==> config.mk <==
export PLATFORM = sky130hd
export DESIGN_NAME = water_level_encoder_flat
export DESIGN_NICKNAME = d
export VERILOG_FILES = /design/src/rtl/water_level_if.sv /design/src/rtl/water_level_encoder.sv /design/src/flat_wrapper.sv
export SDC_FILE = /design/constraint.sdc
export NUM_CORES = 1
export LEC_CHECK = 0
export ABC_AREA = 1
export BUFFER_PORTS_ARGS = -buffer_cell sky130_fd_sc_hd__clkbuf_2
export CAP_MARGIN = 10
export CELL_PAD_IN_SITES_DETAIL_PLACEMENT = 0
export CELL_PAD_IN_SITES_GLOBAL_PLACEMENT = 1
export CORE_MARGIN = 5
export CORE_UTILIZATION = 41
export CTS_CLUSTER_SIZE = 24
export DETAILED_ROUTE_END_ITERATION = 10
export GPL_ROUTABILITY_DRIVEN = 0
export GPL_TIMING_DRIVEN = 0
export PLACE_DENSITY = 0.84
export SLEW_MARGIN = 10
export SYNTH_ARGS = -nofsm -noshare
export SYNTH_HDL_FRONTEND = slang
export SYNTH_SLANG_ARGS = --single-unit
==> constraint.sdc <==
create_clock -name clk -period 1.3 [get_ports clk]
set_input_delay 0.26 -clock clk [delete_from_list [all_inputs] [get_ports clk]]
set_output_delay 0.26 -clock clk [all_outputs]
set_load 0.005 [all_outputs]
==> src/rtl/water_level_if.sv <==
//------------------------------------------------------------------------------
// Module      : water_level_if
// Description : Sensor-in / level-code-out bundle of the water level encoder.
// Revision    : 1.0 - initial release
//------------------------------------------------------------------------------
`timescale 1ns/1ps
`default_nettype none

interface water_level_if;
  logic [2:0] sensors;
  logic [1:0] data;
  logic       valid;
  logic       fault;
  logic       changed;

  modport master (output sensors, input data, input valid, input fault, input changed);
  modport slave  (input sensors, output data, output valid, output fault, output changed);
endinterface

`default_nettype wire

==> src/rtl/water_level_encoder.sv <==
//------------------------------------------------------------------------------
// Module      : water_level_encoder
// Description : Synchronises, debounces and encodes three tank float sensors.
// Revision    : 1.0 - initial release
//------------------------------------------------------------------------------
`timescale 1ns/1ps
`default_nettype none

module water_level_encoder #(
  parameter int DEBOUNCE_CYCLES = 50000,
  parameter int CNT_W           = 16
) (
  input  wire logic       clk,
  input  wire logic       reset,
  water_level_if.slave    bus
);

  localparam logic [CNT_W-1:0] c_DEB_LAST   = CNT_W'(DEBOUNCE_CYCLES - 1);
  localparam logic [CNT_W-1:0] c_START_LAST = CNT_W'(DEBOUNCE_CYCLES + 2);

  typedef enum logic [1:0] {
    S_INIT  = 2'd0,
    S_RUN   = 2'd1,
    S_FAULT = 2'd2
  } state_t;

  logic [2:0]       r_sync1;
  logic [2:0]       r_sync2;
  logic [2:0]       w_stable;
  logic [CNT_W-1:0] r_start_cnt;
  logic             w_start_done;
  state_t           r_state;
  state_t           w_state_next;
  logic [1:0]       r_data;
  logic [1:0]       w_data_next;
  logic             r_changed;
  logic             w_changed_next;
  logic [1:0]       w_code;
  logic             w_code_ok;

  always_ff @(posedge clk) begin
    if (reset) begin
      r_sync1 <= 3'b000;
      r_sync2 <= 3'b000;
    end else begin
      r_sync1 <= bus.sensors;
      r_sync2 <= r_sync1;
    end
  end

  // Independent debounce per sensor; the counter never passes the last value.
  for (genvar gi = 0; gi < 3; gi++) begin : g_deb
    logic [CNT_W-1:0] r_cnt;
    logic             r_stb;

    always_ff @(posedge clk) begin
      if (reset) begin
        r_cnt <= '0;
        r_stb <= 1'b0;
      end else if (r_sync2[gi] == r_stb) begin
        r_cnt <= '0;
      end else if (r_cnt >= c_DEB_LAST) begin
        r_stb <= r_sync2[gi];
        r_cnt <= '0;
      end else begin
        r_cnt <= r_cnt + 1'b1;
      end
    end

    assign w_stable[gi] = r_stb;
  end

  assign w_start_done = (r_start_cnt == c_START_LAST);

  always_ff @(posedge clk) begin
    if (reset) begin
      r_start_cnt <= '0;
    end else if ((r_state == S_INIT) && !w_start_done) begin
      r_start_cnt <= r_start_cnt + 1'b1;
    end
  end

  always_comb begin
    w_code    = 2'b00;
    w_code_ok = 1'b0;
    case (w_stable)
      3'b000:  begin w_code = 2'b00; w_code_ok = 1'b1; end
      3'b001:  begin w_code = 2'b01; w_code_ok = 1'b1; end
      3'b011:  begin w_code = 2'b10; w_code_ok = 1'b1; end
      3'b111:  begin w_code = 2'b11; w_code_ok = 1'b1; end
      default: begin w_code = 2'b00; w_code_ok = 1'b0; end
    endcase
  end

  always_comb begin
    w_state_next   = r_state;
    w_data_next    = r_data;
    w_changed_next = 1'b0;
    case (r_state)
      // The startup load is the first known level, not a change, so no strobe.
      S_INIT: begin
        w_data_next = 2'b00;
        if (w_start_done) begin
          w_state_next = w_code_ok ? S_RUN : S_FAULT;
          w_data_next  = w_code_ok ? w_code : 2'b00;
        end
      end
      S_RUN: begin
        if (w_code_ok) begin
          w_data_next = w_code;
        end else begin
          w_state_next = S_FAULT;
          w_data_next  = 2'b00;
        end
        w_changed_next = (w_data_next != r_data);
      end
      S_FAULT: begin
        w_data_next = 2'b00;
        if (w_code_ok) begin
          w_state_next = S_RUN;
          w_data_next  = w_code;
        end
        w_changed_next = (w_data_next != r_data);
      end
      default: begin
        w_state_next = S_INIT;
        w_data_next  = 2'b00;
      end
    endcase
  end

  always_ff @(posedge clk) begin
    if (reset) begin
      r_state   <= S_INIT;
      r_data    <= 2'b00;
      r_changed <= 1'b0;
    end else begin
      r_state   <= w_state_next;
      r_data    <= w_data_next;
      r_changed <= w_changed_next;
    end
  end

  assign bus.data    = r_data;
  assign bus.valid   = (r_state == S_RUN);
  assign bus.fault   = (r_state == S_FAULT);
  assign bus.changed = r_changed;

endmodule

`default_nettype wire

==> src/flat_wrapper.sv <==
// flat-port wrapper written by rule: the top's interface ports become plain ports
module water_level_encoder_flat 
#(
  parameter int DEBOUNCE_CYCLES = 50000,
  parameter int CNT_W           = 16
)
  (clk, reset, bus_sensors, bus_data, bus_valid, bus_fault, bus_changed);
  water_level_if bus_i ();
  input  wire logic clk;
  input  wire logic reset;
  input wire logic [$bits(bus_i.sensors)-1:0] bus_sensors;
  output wire logic [$bits(bus_i.data)-1:0] bus_data;
  output wire logic [$bits(bus_i.valid)-1:0] bus_valid;
  output wire logic [$bits(bus_i.fault)-1:0] bus_fault;
  output wire logic [$bits(bus_i.changed)-1:0] bus_changed;
  assign bus_i.sensors = bus_sensors;
  assign bus_data = bus_i.data;
  assign bus_valid = bus_i.valid;
  assign bus_fault = bus_i.fault;
  assign bus_changed = bus_i.changed;
  water_level_encoder #(.DEBOUNCE_CYCLES(DEBOUNCE_CYCLES), .CNT_W(CNT_W)) u_core (.clk(clk), .reset(reset), .bus(bus_i));
endmodule
## Word-level counts from Yosys, hierarchy flattened

Cells that the tools add are included.

- $lt $le $gt $ge: 3
- Mux-type cells: 13
- Add/subtract/negate cells: 4
- Reduce and logical (&&, ||, !) cells: 12
- Eq/ne operators: 14
- Bitwise gates (word level): 3

Operators with widths:

| kind | count |
|---|---|
| $add 16x1->16 const B | 4 |
| $ge 16x16->1 const B | 3 |
| $pmux 2 s3 | 3 |
| $eq 16x16->1 const B | 1 |
| $mux 2 | 8 |
| $reduce_or 3->1 | 3 |
| $reduce_and 2->1 | 3 |
| $ne 2x1->1 const B | 2 |
| $ne 2x2->1 | 2 |
| $reduce_or 4->1 | 1 |
| $eq 1x1->1 | 3 |
| $eq 3x1->1 const B | 1 |
| $eq 3x2->1 const B | 1 |
| $eq 3x3->1 const B | 1 |
| $logic_not 3->1 | 1 |
| $not 1->1 | 3 |
| $reduce_and 3->1 | 1 |
| $eq 2x1->1 const B | 1 |
| $eq 2x2->1 const B | 1 |
| $logic_not 2->1 | 1 |
| $ne 2x2->1 const B | 1 |
| $pmux 1 s2 | 1 |
| $logic_and 1x1->1 | 1 |
| $logic_not 1->1 | 1 |
| $mux 1 | 1 |

- Bits of input ports: 5
- Bits in registers: 78

## Logic depth before layout (Yosys ltp)

Gate-level depths: netlist of run 1.

- Word-level depth: 7
- Mapped depth: 10
- Depth with buffers taken out: 10

## Worst setup path after synthesis of run 1

OpenSTA, ideal clock, no wires.

- Path kind: register to register
- From: register u_core.g_deb[2].r_cnt[0]
- To: register u_core.g_deb[2].r_cnt[11]
- Arrival: 1.219 ns
- Buffers on the path: 1
- Data required time: 1.185 ns
- Clock period less this slack: 1.333 ns
- Stages on the path, launching flop included: 10
- Slack: -0.033 ns
- Path through: dfxtp_1 -> ha_1 -> nand2_1 -> nor2_2 -> inv_1 -> nand2_1 -> nand2_1 -> nand4_2 -> buf_6 -> nor2_1

- Cells in the longest elaborated chain, start to end: 2
- Elaborated cells between the ends (all ways): 3
- Classes of those cells: add/sub: 1; order compare: 1; reduce/logical: 1

RTL lines:

| what | RTL line | RTL |
|---|---|---|
| start: declaration | water_level_encoder.sv:53 | `logic [CNT_W-1:0] r_cnt;` |
| start signal: assignment | water_level_encoder.sv:66 | `r_cnt <= r_cnt + 1'b1;` |
| $ge 16x16->1 | water_level_encoder.sv:62 | `end else if (r_cnt >= c_DEB_LAST) begin` |
| $reduce_or 3->1 (no line) | - |  |

Parallel ways exist; a longest one is shown, timed or not.
A chain may end at the register's enable or synchronous reset.

## Final worst setup path of run 1

- From: register u_core.r_start_cnt[0]
- To: register u_core.r_start_cnt[5]

- Cells in the longest elaborated chain, start to end: 3
- Elaborated cells between the ends (all ways): 4
- Classes of those cells: add/sub: 1; eq/ne: 1; reduce/logical: 2

RTL lines:

| what | RTL line | RTL |
|---|---|---|
| start: declaration | water_level_encoder.sv:30 | `logic [CNT_W-1:0] r_start_cnt;` |
| start signal: assignment | water_level_encoder.sv:79 | `r_start_cnt <= r_start_cnt + 1'b1;` |
| parallel branches: the longest is 3 deep, another holds $add 16x1->16 | - |  |

Parallel ways; which one is timed is not known.

==> results of run 1 <==
cells by family (layout without fill, tap and decap cells):
| family | Yosys count | count (layout) | share of synthesized area (%) |
|---|---|---|---|
| buffers and inverters | 81 | 146 | 9.062 |
| DFF | 78 | 78 | 39.27 |
| xor gates and xnor gates | 33 | 33 | 7.269 |
| adders and majority gates | 9 | 9 | 2.832 |
| AOI/OAI and AO/OA | 40 | 40 | 6.231 |
| and+or+nand+nor | 318 | 318 | 35.34 |
what timing repair did:
action | CTS | global route
setup endpoints to repair | 71 | 73
gates resized for setup | 94 | 120
pin swaps | 16 | 24
buffers inserted | 26 | 11
gates cloned | 4 | 1
per-stage QoR:
stage	hold slack (ps)	setup TNS, ps	worst slack, ps
after CTS	78.05	-464.5	-47.42
after global routing	96.93	-6166	-165.8
after floorplan	367.0	0	10.40
after global placement	399.2	-6693	-203.1
final	94.30	-1043	-99.20
after detailed placement	393.6	-7924	-239.9
layout make-up:
cell class              count  area, µm²  share of cell area, %
plain buffers              10      101.3                  1.875
multi-input cells         400       2645                  48.92
clock buffers              10      137.6                  2.546
clock inverters             4      25.02                 0.4629
flip-flops and latches     78       1625                  30.06
repair buffers             51      426.7                  7.892
well taps                 133      166.4                  3.078
inverters                  71      279.0                  5.161
cell usage after synthesis:
cell type / n / area (µm²)
a21oi_1: 18 / 90.09
a21oi_2: 9 / 78.83
and2_1: 1 / 6.260
buf_12: 1 / 20.02
buf_2: 2 / 10.01
buf_4: 1 / 7.510
buf_6: 4 / 45.04
clkbuf_1: 1 / 3.750
clkbuf_4: 1 / 7.510
dfxtp_1: 78 / 1562
ha_1: 9 / 112.6
inv_1: 70 / 262.8
inv_2: 1 / 3.750
nand2_1: 122 / 457.9
nand2_2: 5 / 31.28
nand2_4: 1 / 11.26
nand3_1: 29 / 145.1
nand3_2: 4 / 40.04
nand4_1: 17 / 106.4
nand4_2: 1 / 12.51
nand4_4: 1 / 21.27
nor2_1: 106 / 397.9
nor2_2: 2 / 12.51
nor2_4: 2 / 22.52
nor3_1: 23 / 115.1
o21ai_0: 10 / 50.05
o21ai_1: 2 / 10.01
o21bai_4: 1 / 18.77
or2_2: 4 / 25.02
xnor2_1: 8 / 70.07
xor2_1: 25 / 219.0
where the power goes:
group | total [mW] | switching, mW | internal [mW]
Sequential | 2.42 | 0.0257 | 2.40
Clock | 1.60 | 0.881 | 0.718
Combinational | 0.145 | 0.0800 | 0.0654
worst max-delay path: cells and delay by family, from the launching register on:
kind / cells / cell delay (ps)
adder cells (fa/ha/maj): 1 / 150
AO/OA/AOI/OAI: 1 / 140
buffers and inverters: 3 / 290
AND/OR/NAND/NOR: 5 / 370
flip-flops: 1 / 390
state kept, by name (all words and copies together), names as in the netlist:
signal,cells
u_core.r_start_cnt,16
u_core.g_deb.r_stb,3
u_core.r_sync2,3
u_core.bus.changed,1
u_core.g_deb.r_cnt,48
u_core.bus.data,2
u_core.r_sync1,3
u_core.r_state,2
layer usage:
metal,up-vias,GRT usage [%],wire length [µm]
met1,1703,19.30,4138
met2,24,26.74,4498
met4,0,3.517,72
li1,1885,-,-
met5,-,0,0
met3,7,4.060,188
worst min-delay path by stage:
stage	endpoint	slack, ps	from
6_report	u_core.r_sync1[0]$_SDFF_PP0_	90	bus_sensors[0]
5_1_grt	u_core.r_sync1[2]$_SDFF_PP0_	100	bus_sensors[2]
4_1_cts	u_core.r_sync1[0]$_SDFF_PP0_	80	bus_sensors[0]
3_5_place_dp	u_core.r_sync2[1]$_SDFF_PP0_	390	u_core.r_sync1[1]$_SDFF_PP0_
3_3_place_gp	u_core.r_sync2[1]$_SDFF_PP0_	400	u_core.r_sync1[1]$_SDFF_PP0_
2_1_floorplan	u_core.r_sync1[0]$_SDFF_PP0_	370	bus_sensors[0]
==> results.cfg, run 1 <==
[outcome]
status = finished with violations
violations = setup timing

[clocking]
cts_buffer_depth = 2
htree_levels = 3
numCtsBuffers = 9
clock-sinks = 78
cts_hold_buf = 0
cts_tree = yes
clkTransAtPathRegs_ps = 90
clk_latency_ps = 340
clockRootBuffer = clkbuf_8

[die]
fp.coreArea_mm2 = 0.009594
initial_core_util_pct = 41.44
die_h_um = 108.5
die_w_um = 108.5
rows = 36
dieArea_mm2 = 0.01177
io_pins = 10

[setup_path]
r2r_end = u_core.r_start_cnt[5]$_SDFFE_PP0P_
critPathArrivalTime_ps = 1670
worstPathRequired_ps = 1570
cpPeakStageDelay_ps = 390
crit_type = flop to flop
reg2regPathDepth = 10
endpoint_kind = flop
start_kind = flop
critPathMostFrequentCell = nand2_2
critical_path.endpoint = u_core.r_start_cnt[5]$_SDFFE_PP0P_
cp_max_fo = 6
r2r_slack_ps = -100
cpMaxStageDelayCell = dfxtp_4
setup.worst_path.start = u_core.r_start_cnt[0]$_SDFFE_PP0P_
path_cells = inv_4, ha_4, nand2_2, nor2_2, nand2_2, nand2_4, inv_4, buf_8, nand2_2, a21oi_2
worstReg2RegStart = u_core.r_start_cnt[0]$_SDFFE_PP0P_

[cells_and_area]
final_cell_mix = nand2_1 (99), nor2_1 (71), inv_1 (61)
final_util_pct = 56.35
area_growth_pct = 35.97
drive_above_1_share_pct = 41.03
antennaDiodeCount = 0
stdcell_area_mm2 = 0.005406
num-nets-final = 635
final_common_cell = nand2_1
fillers = 888
final_cells = 757

[global_route]
overflow = 0
grt_max_degree = 13
antenna_found_initial = 0
grtUsageTotal_pct = 15.48
grt_pass1_wl_um = 14780
grt_pass1_vias = 3421

[placed_design]
placed_area_mm2 = 0.004219
hpwl_um = 5576
dp_cells = 701
port_buffers = 9

[sta]
setup_viol = 46
drv_slew = 0
rsz0062_at_grt = yes
setup_slack_ps = -99.20
finClkSkew_ps = 12.63
max_freq_mhz = 714.7
max_slew_margin_pct = 74.15
period_needed_ps = 1399
post-route-period-util_pct = 107.6
tightest_slew_ps = 387.7
hold_viol = 0

[power_and_ir_drop]
total_power_mw = 4.167
leakagePower_nw = 2.089
vdd_drop_max_v = 0.0005963
p_per_area_mw_per_mm2 = 770.7

[worst_hold_path]
hp-class = input pin to flop
min_delay_path_depth = 3

[routing]
antenna_left = 0
vias = 3619
first_pass_iters = 4
viasPerCell = 4.781
drcViolationCount = 0
post_drt_wl_per_cell_um = 11.76
drt-initial-drc-count = 139
drt_wl_total_um = 8899

[synth]
synth_area_mm2 = 0.003976
ys_seq_elements = 78
yosysUniqueCellTypes = 31
ys_warn_count = 0
synth_area_per_cell_um2 = 7.113
yosysSeqAreaShare_pct = 39.27
synthCells = 559
syn-num-nets = 573

[run]
max_cap_violations = 0
No activity file was read; power rests on OpenSTA's default activity.
==> inputs of run 2 (changes only) <==
--- a/config.mk
+++ b/config.mk
@@ -7,5 +7,5 @@
 export LEC_CHECK = 0
 export ABC_AREA = 1
-export BUFFER_PORTS_ARGS = -buffer_cell sky130_fd_sc_hd__clkbuf_2
+export BUFFER_PORTS_ARGS = -buffer_cell sky130_fd_sc_hd__buf_2
 export CAP_MARGIN = 10
 export CELL_PAD_IN_SITES_DETAIL_PLACEMENT = 0
==> constraint.sdc (replaced) <==
create_clock -name clk -period 1.3 [get_ports clk]
set_input_delay 0.26 -clock clk [delete_from_list [all_inputs] [get_ports clk]]
set_output_delay 0.26 -clock clk [all_outputs]
set_load 0.1 [all_outputs]
==> run 2 against run 1 <==
  * The run still ends with setup timing left
  * Total power decreased by 0.38%
  * Global-route usage is 0.21 points lower
  * Flip-flop and latch count is the same
  * Largest power group unchanged
  * Largest cell class unchanged
  * Cell count decreased by 0.53%
  * Clock power about the same
  * Sequential power about the same
  * Maximum frequency increased by 1.9%
  * Die area unchanged
==> results.cfg, run 2 (same netlist as run 1, synthesis figures left out) <==
[sta]
max_freq_mhz = 728.4
finClkSkew_ps = 7.032
max_slew_margin_pct = 72.47
drv_slew = 0
post-route-period-util_pct = 105.6
tightest_slew_ps = 412.9
period_needed_ps = 1373
setup_slack_ps = -72.79
hold_viol = 0
setup_viol = 59
rsz0062_at_grt = yes
hold_ws_ps = 106.5

[setup_path]
cp_num_cells = 10
crit_buf_inv = 3
cp_max_fo = 6
crit_type = flop to flop
critPathMostFrequentCell = nand2_2
crit_family = simple AND/OR/NAND/NOR gates
cpPeakStageDelay_ps = 370
path_cells = inv_4, ha_4, nand2_2, nor2_2, nand2_2, nand2_4, inv_4, buf_6, nand2_2, a21oi_2
r2r_slack_ps = -70
endpoint_kind = flop
worstPathRequired_ps = 1530
start_kind = flop
cpMaxStageDelayCell = dfxtp_4
reg2regPathDepth = 10
critPathArrivalTime_ps = 1600

[die]
dieArea_mm2 = 0.01177
fp.coreArea_mm2 = 0.009594
die_w_um = 108.5
die_h_um = 108.5
rows = 36
io_pins = 10
initial_core_util_pct = 41.44

[power_and_ir_drop]
combPwrFrac_pct = 3.9
p_clk_share_pct = 37.8
swShare_pct = 24.23
intPower_mw = 3.145
p_per_area_mw_per_mm2 = 773.7
leakagePower_nw = 2.037
vdd_drop_max_v = 0.0004453
total_power_mw = 4.151
seqPwrFrac_pct = 58.3
switching_power_mw = 1.006

[global_route]
grtUsageTotal_pct = 15.27
overflow = 0
grt_pass1_wl_um = 14520
grt_max_degree = 13
grt_pass1_vias = 3269
antenna_found_initial = 0

[cells_and_area]
drive_above_1_share_pct = 37.42
largest_reg_flops = 48
antennaDiodeCount = 0
final_cell_mix = nand2_1 (98), nor2_1 (67), inv_1 (63)
fillers = 877
stdcell_area_mm2 = 0.005365
num-nets-final = 630
area_growth_pct = 34.93
top_register = u_core.g_deb.r_cnt
final_common_cell = nand2_1
top_regs = u_core.g_deb.r_cnt (48), u_core.r_start_cnt (16)
final_util_pct = 55.92

[clocking]
cts_tree = yes
numCtsBuffers = 9
clk_latency_ps = 350
htree_levels = 3
clock-sinks = 78
clkTransAtPathRegs_ps = 80
cts_buffer_depth = 2
clockRootBuffer = clkbuf_8

[placed_design]
port_buffers = 9
post-place-ws_ps = -219.5
hpwl_um = 5693
placed_area_mm2 = 0.004252

[outcome]
status = finished with violations
violations = setup timing

[routing]
drcViolationCount = 0
drt-initial-drc-count = 157
post_drt_wl_per_cell_um = 11.79
antenna_left = 0
viasPerCell = 4.687
drt_wl_total_um = 8875
first_pass_iters = 4
vias = 3529

[worst_hold_path]
min_delay_path_depth = 3
hp-class = input pin to flop

[run]
max_cap_violations = 0
[run 2: final timing paths]
path | startpoint | end
setup reg to reg | u_core.r_start_cnt[0]$_SDFFE_PP0P_ | u_core.r_start_cnt[3]$_SDFFE_PP0P_
hold / removal | bus_sensors[1] | u_core.r_sync1[1]$_SDFF_PP0_
hold reg to reg | u_core.r_sync1[1]$_SDFF_PP0_ | u_core.r_sync2[1]$_SDFF_PP0_
setup / recovery | u_core.r_start_cnt[0]$_SDFFE_PP0P_ | u_core.r_start_cnt[3]$_SDFFE_PP0P_
[run 2: worst register-to-register path, stage by stage, from the launching register on]
cell and delay, ps:
dfxtp_4 370, inv_4 70, ha_4 120, nand2_2 50, nor2_2 100, nand2_2 80
nand2_4 150, inv_4 70, buf_6 140, nand2_2 60, a21oi_2 50
[run 2: final cells by class]
cell class,instances,area [µm²],share of cell area (%)
repair buffers,47,452.9,8.442
clock inverters,4,25.02,0.4664
well taps,133,166.4,3.102
multi-input cells,400,2597,48.41
inverters,71,279.0,5.201
clock buffers,11,131.4,2.449
plain buffers,9,96.34,1.796
flip-flops and latches,78,1617,30.13
[run 2: through the flow]
| stage | instances | TNS, ps |
|---|---|---|
| global route | 753 | -8373 |
| global placement | 701 | -6669 |
| floorplan | 559 | -17.38 |
| CTS | 742 | -1272 |
| finish | 753 | -2391 |
| detailed placement | 701 | -8138 |
[run 2: metal layers]
layer	GRT usage, %	vias up	part of all wire, %
met4	4.779	0	1.3
met3	3.403	10	2.1
met2	25.46	26	50
li1	-	1869	-
met5	0	-	0
met1	19.62	1624	47
[run 2: power groups by stage]
stage                     clock network (mW)  registers, mW  logic [mW]
after floorplan                            0           2.48      0.0714
after global placement                     0           2.48      0.0948
after detailed placement                   0           2.48      0.0965
after CTS                               1.62           2.42       0.133
after global routing                    1.75           2.42       0.177
final                                   1.57           2.42       0.162
[run 2: repair_timing]
action	4_1_cts	5_1_grt
setup buffers	22	11
hold buffers	0	0
endpoints found under the setup margin	75	70
pin swaps	19	22
gates cloned	5	0
resized for setup	106	93
